### src/rtl/pwm_capture_x100_if.sv
// Interface bundling the tick enable, PWM line and the recovered duty outputs of
// the x100 PWM capture block.
interface pwm_capture_x100_if #(
  parameter int CW = 7
);
  logic          ena;
  logic          pwm_in;
  logic [CW-1:0] duty;
  logic          valid;
  logic          locked;
  logic          err;

  modport master (output ena, output pwm_in,
                  input  duty, input valid, input locked, input err);
  modport slave  (input  ena, input pwm_in,
                  output duty, output valid, output locked, output err);
endinterface

### src/rtl/pwm_capture_x100.sv
// Recovers the duty (0..PERIOD) of a PWM line whose frames are PERIOD ena ticks
// long and start on a rising edge; a constant line is reported via timeout.
module pwm_capture_x100 #(
  parameter int SYNC_STAGES = 2,
  parameter int PERIOD      = 100,
  parameter int CW          = 7
) (
  input  logic               clk,
  input  logic               rst_n,
  pwm_capture_x100_if.slave  bus
);

  typedef enum logic {SYNC, MEAS} state_t;

  localparam logic [CW-1:0] LAST = CW'(PERIOD - 1);
  localparam logic [CW-1:0] FULL = CW'(PERIOD);

  state_t                 state, state_n;
  logic [SYNC_STAGES-1:0] sync_q;
  logic                   s, prev, rise;
  logic [CW-1:0]          win, win_n;
  logic [CW-1:0]          hcnt, hcnt_n, hcnt_sum;
  logic [CW-1:0]          tcnt, tcnt_n;
  logic [CW-1:0]          duty_q, duty_n;
  logic                   valid_q, valid_n;
  logic                   err_q, err_n;

  assign s    = sync_q[SYNC_STAGES-1];
  assign rise = bus.ena & s & ~prev;

  // The synchronizer runs every clk; only the edge-detect history follows ena.
  always_ff @(posedge clk or negedge rst_n) begin
    if (!rst_n) begin
      sync_q <= '0;
      prev   <= 1'b0;
    end else begin
      // NOTE: non-blocking so every flop samples the pre-edge value of its source.
      sync_q <= {sync_q[SYNC_STAGES-2:0], bus.pwm_in};
      if (bus.ena) prev <= s;
    end
  end

  always_ff @(posedge clk or negedge rst_n) begin
    if (!rst_n) begin
      state   <= SYNC;
      win     <= '0;
      hcnt    <= '0;
      tcnt    <= '0;
      duty_q  <= '0;
      valid_q <= 1'b0;
      err_q   <= 1'b0;
    end else begin
      state   <= state_n;
      win     <= win_n;
      hcnt    <= hcnt_n;
      tcnt    <= tcnt_n;
      duty_q  <= duty_n;
      valid_q <= valid_n;
      err_q   <= err_n;
    end
  end

  always_comb begin
    // NOTE: every output gets a default first, so no path leaves one unassigned (no latch).
    state_n  = state;
    win_n    = win;
    hcnt_n   = hcnt;
    tcnt_n   = tcnt;
    duty_n   = duty_q;
    valid_n  = 1'b0;
    err_n    = 1'b0;
    hcnt_sum = hcnt + CW'(s);

    if (bus.ena) begin
      case (state)
        SYNC: begin
          if (rise) begin
            state_n = MEAS;
            win_n   = CW'(1);
            hcnt_n  = CW'(1);
            tcnt_n  = '0;
          end else if (tcnt == LAST) begin
            // A full frame without an edge: the line is constant.
            duty_n  = s ? FULL : '0;
            valid_n = 1'b1;
            tcnt_n  = '0;
          end else begin
            tcnt_n = tcnt + CW'(1);
          end
        end
        MEAS: begin
          if (win == '0) begin
            if (rise) begin
              win_n  = CW'(1);
              hcnt_n = CW'(1);
            end else begin
              state_n = SYNC;
              tcnt_n  = CW'(1);
            end
          end else if (rise) begin
            // Edge inside a frame: flag it and realign on this edge.
            err_n  = 1'b1;
            win_n  = CW'(1);
            hcnt_n = CW'(1);
          end else if (win == LAST) begin
            duty_n  = hcnt_sum;
            valid_n = 1'b1;
            win_n   = '0;
            hcnt_n  = '0;
          end else begin
            win_n  = win + CW'(1);
            hcnt_n = hcnt_sum;
          end
        end
      endcase
    end
  end

  assign bus.duty   = duty_q;
  assign bus.valid  = valid_q;
  assign bus.err    = err_q;
  assign bus.locked = (state == MEAS);

endmodule
### src/flat_wrapper.sv
// flat-port wrapper written by rule: the top's interface ports become plain ports
module pwm_capture_x100_flat 
#(
  parameter int SYNC_STAGES = 2,
  parameter int PERIOD      = 100,
  parameter int CW          = 7
)
  (clk, rst_n, bus_ena, bus_pwm_in, bus_duty, bus_valid, bus_locked, bus_err);
  pwm_capture_x100_if #(.CW(CW)) bus_i ();
  input  logic clk;
  input  logic rst_n;
  input wire logic [$bits(bus_i.ena)-1:0] bus_ena;
  input wire logic [$bits(bus_i.pwm_in)-1:0] bus_pwm_in;
  output wire logic [$bits(bus_i.duty)-1:0] bus_duty;
  output wire logic [$bits(bus_i.valid)-1:0] bus_valid;
  output wire logic [$bits(bus_i.locked)-1:0] bus_locked;
  output wire logic [$bits(bus_i.err)-1:0] bus_err;
  assign bus_i.ena = bus_ena;
  assign bus_i.pwm_in = bus_pwm_in;
  assign bus_duty = bus_i.duty;
  assign bus_valid = bus_i.valid;
  assign bus_locked = bus_i.locked;
  assign bus_err = bus_i.err;
  pwm_capture_x100 #(.SYNC_STAGES(SYNC_STAGES), .PERIOD(PERIOD), .CW(CW)) u_core (.clk(clk), .rst_n(rst_n), .bus(bus_i));
endmodule
### config.mk
export PLATFORM = sky130hd
export DESIGN_NAME = pwm_capture_x100_flat
export DESIGN_NICKNAME = d
export VERILOG_FILES = /design/src/rtl/pwm_capture_x100_if.sv /design/src/rtl/pwm_capture_x100.sv /design/src/flat_wrapper.sv
export SDC_FILE = /design/constraint.sdc
export NUM_CORES = 1
export LEC_CHECK = 0
export ABC_AREA = 1
export BUFFER_PORTS_ARGS = -buffer_cell sky130_fd_sc_hd__buf_2
export CORE_MARGIN = 5
export CORE_UTILIZATION = 27
export CTS_CLUSTER_SIZE = 25
export DETAILED_ROUTE_END_ITERATION = 7
export GPL_ROUTABILITY_DRIVEN = 0
export GPL_TIMING_DRIVEN = 0
export REMOVE_ABC_BUFFERS = 1
export SLEW_MARGIN = 30
export SYNTH_ARGS = -nofsm -noshare
export SYNTH_HDL_FRONTEND = slang
export SYNTH_SLANG_ARGS = --single-unit
### constraint.sdc
create_clock -name clk -period 1.8 [get_ports clk]
set_input_delay 0.27 -clock clk [delete_from_list [all_inputs] [get_ports clk]]
set_output_delay 0.27 -clock clk [all_outputs]
set_load 0.01 [all_outputs]
==> qor.csv <==
stage;metric;value;unit
status;status;finished clean;
critical_path;crit path max-delay cell type;dfrtp_1;
final_layout;area delta synth->final;13.15;%
power;worst vdd ir;0.0004539;V
synthesis;Mean Syn Cell Area;7.988;um^2
drt;DRT antenna net count;0;
synthesis;Distinct cells, synth;29;
critical_path;Buf/Inv on CP;2;
critical_path;R2R Path Start;u_core.win[0];
critical_path;critical path depth;7;
synthesis;Post-synth top cells;nand2_1 (64), dfrtp_1 (34), inv_1 (24);
clock_network;CTS Buf Count;5;
power;pwr dens;1263;mW/mm^2
synthesis;ys async rst share;100.0;%
global_route;initial antenna violation count;0;
clock_network;CTS clk-pin slew, worst paths;0.07;ns
critical_path;Critical Path Start Type;register;
floorplanning;I/O pin cnt;14;
final_layout;nets;260;
clock_network;Post-CTS Setup Bufs;0;
power;Leak Pwr;1.046;nW
synthesis;post-synth top area share;44.94;%
drt;Vias;1526;
timing;fin. max-slew vios;0;
critical_path;CP Cell Sequence;inv_1 > ha_1 > nand4_2 > nand2_2 > nand2_1 > inv_1 > o21ai_0;
critical_path;critical path class;register to register;
critical_path;Critical Path Start;u_core.win[0];
placement;PortBufs;13;
global_route;first-pass GRT wire length;6803;um
clock_network;worst skew pair latency;0.29;ns
drt;Residual DRC;0;
synthesis;predominant post-synthesis flop cell;dfrtp_1;
critical_path;R2R Path End;u_core.bus.locked;
critical_path;CP required;1.95;ns
global_route;vias in the first global route;1479;
critical_path;Reg2Reg Depth;7;
critical_path;CP endpoint;u_core.bus.locked;
final_layout;number of diodes;0;
placement;placed cell area;0.002034;mm^2
timing;post-route setup slack;0.1699;ns
critical_path;crit path max fanout;14;
clock_network;Max clock buf depth;2;
placement;pre-CTS WS;-0.07511;ns
timing;Final period util;90.56;%
final_layout;Final Instance Area;0.002142;mm^2
synthesis;#FFs+latches synth;34;
drt;vias per cell;4.385;
timing;maximum clock rate;0.6135;GHz
timing;slew margin rel.;48.60;%
floorplanning;die height;93.74;um
clock_network;Root Driver;clkbuf_8;
critical_path;crit path capture type;register;
timing;clock skew;0.006962;ns
clock_network;H-Tree Depth;2;
floorplanning;die outline area;0.008786;mm^2
placement;post-DP HPWL;2666;um
timing;Tmin final;1.630;ns
synthesis;most common cell in the netlist;nand2_1;
clock_network;clock sinks;34;
timing;final setup fails;0;
timing;hold_ws;0.06020;ns
synthesis;mapped cell area;0.001893;mm^2
final_layout;layout cells sized above 1;19.44;%
final_layout;non-filler instance count after layout;348;
drt;DR pass1 iterations;4;
worst_hold_path;class of the most critical hold timing path;primary input to async pin;
critical_path;most frequent CP cell;inv_1;
timing;Final Hold Viols;0;
clock_network;CTS Hold Bufs;0;
clock_network;TritonCTS clock tree;yes;
timing;RSZ-0062 raised after global routing;false;
critical_path;FF-to-FF setup slack;0.17;ns
global_route;pin count of the biggest net entering global routing;35;
synthesis;Gate Count Post-Synth;237;
synthesis;largest area contributor in the netlist;dfrtp_1;
drt;drt total wl;3897;um
synthesis;synth warn;0;
global_route;total track usage;9.627;%
placement;DP Cell Count;340;
floorplanning;row cnt;30;
critical_path;Top Family by Delay on Critical Path;simple AND/OR/NAND/NOR gates;
floorplanning;Core ar.;0.006794;mm^2
floorplanning;Die X;93.74;um
synthesis;number of flops mapped to enable cells by yosys;0;
critical_path;Largest stage delay, worst path;0.40;ns
synthesis;synth top area cells;dfrtp_1 (45%), nand2_1 (13%), nand3_1 (5.3%);
global_route;total grt overflow;0;
drt;initial drt markers;80;
drt;Routed WL per cell;11.20;um
synthesis;Seq/Total Area, Yosys;44.94;%
critical_path;critical path data arrival time;1.78;ns
timing;Tightest Pin Transition;0.7710;ns
floorplanning;initial core utilization;27.86;%
job;max cap viols;0;
## logic make-up (layout without fill, tap and decap cells)
| family | Yosys count | in the layout | synth area share, % |
|---|---|---|---|
| compound gates | 29 | 29 | 9.650 |
| xor+xnor | 5 | 5 | 2.313 |
| simple gates | 129 | 129 | 31.73 |
| flops | 34 | 34 | 44.94 |
| buf+inv | 35 | 50 | 8.063 |
| fa+ha+maj | 5 | 5 | 3.305 |
## per-layer routing
metal,global-route usage [%],share of wire (%),vias up
li1,-,-,794
met1,13.62,52,702
met2,14.37,43,25
met3,2.724,4.2,5
met4,2.527,0.77,0
met5,0,0,-
## state kept, by name, summed over array words and instances, names as in the netlist
signal,flops
u_core.bus.duty,7
u_core.win,7
u_core.bus.err,1
u_core.sync_q,2
u_core.hcnt,7
u_core.bus.valid,1
u_core.tcnt,7
u_core.bus.locked,1
u_core.prev,1
## report_power, final
part	internal (W)	total [W]	switching [W]
Clock	0.000309	0.000581	0.000273
Combinational	0.000354	0.000942	0.000588
Sequential	0.000966	0.00118	0.000216
Total	0.00163	0.00271	0.00108
## worst min path at each step
stage,end,start,cells after the start
3_3_place_gp,u_core.sync_q[1],u_core.sync_q[0],0
4_1_cts,u_core.sync_q[0],bus_pwm_in,1
5_1_grt,u_core.sync_q[0],bus_pwm_in,1
3_5_place_dp,u_core.sync_q[1],u_core.sync_q[0],0
6_report,u_core.win[4],rst_n,1
2_1_floorplan,u_core.bus.duty[0],rst_n,0
## layout by cell type, fill, tap and decap left out, drive strengths merged, types with 2 or more instances in the layout
cell type / n
ha: 5
o21ai: 20
buf: 13
clkbuf: 7
a21oi: 6
xor2: 5
nand4: 10
clkinv: 2
nand2: 69
nor2: 25
or2: 2
nand3: 22
inv: 28
dfrtp: 34
## stage by stage
step	power [W]	TNS, ns	util [%]
6_report	0.002705	0	31.53
5_1_grt	0.002941	0	31.53
4_1_cts	0.002723	0	31.31
3_5_place_dp	0.002117	-0.4814	29.94
3_3_place_gp	0.002097	-0.3308	29.94
2_1_floorplan	0.001844	0	-
## layout make-up
cell class	count	area, um^2
flip-flops and latches	34	852.1
repair buffers	13	65.06
multi-input cells	168	904.6
well taps	96	120.1
fillers	725	4652
clock inverters	1	5.005
inverters	29	108.9
clock buffers	7	86.33
## repair_timing
item / CTS / global route
pin swaps: 0 / 1
endpoints found under the setup margin: 8 / 7
gates resized for setup: 1 / 3
(Power assumes the default switching activity.)
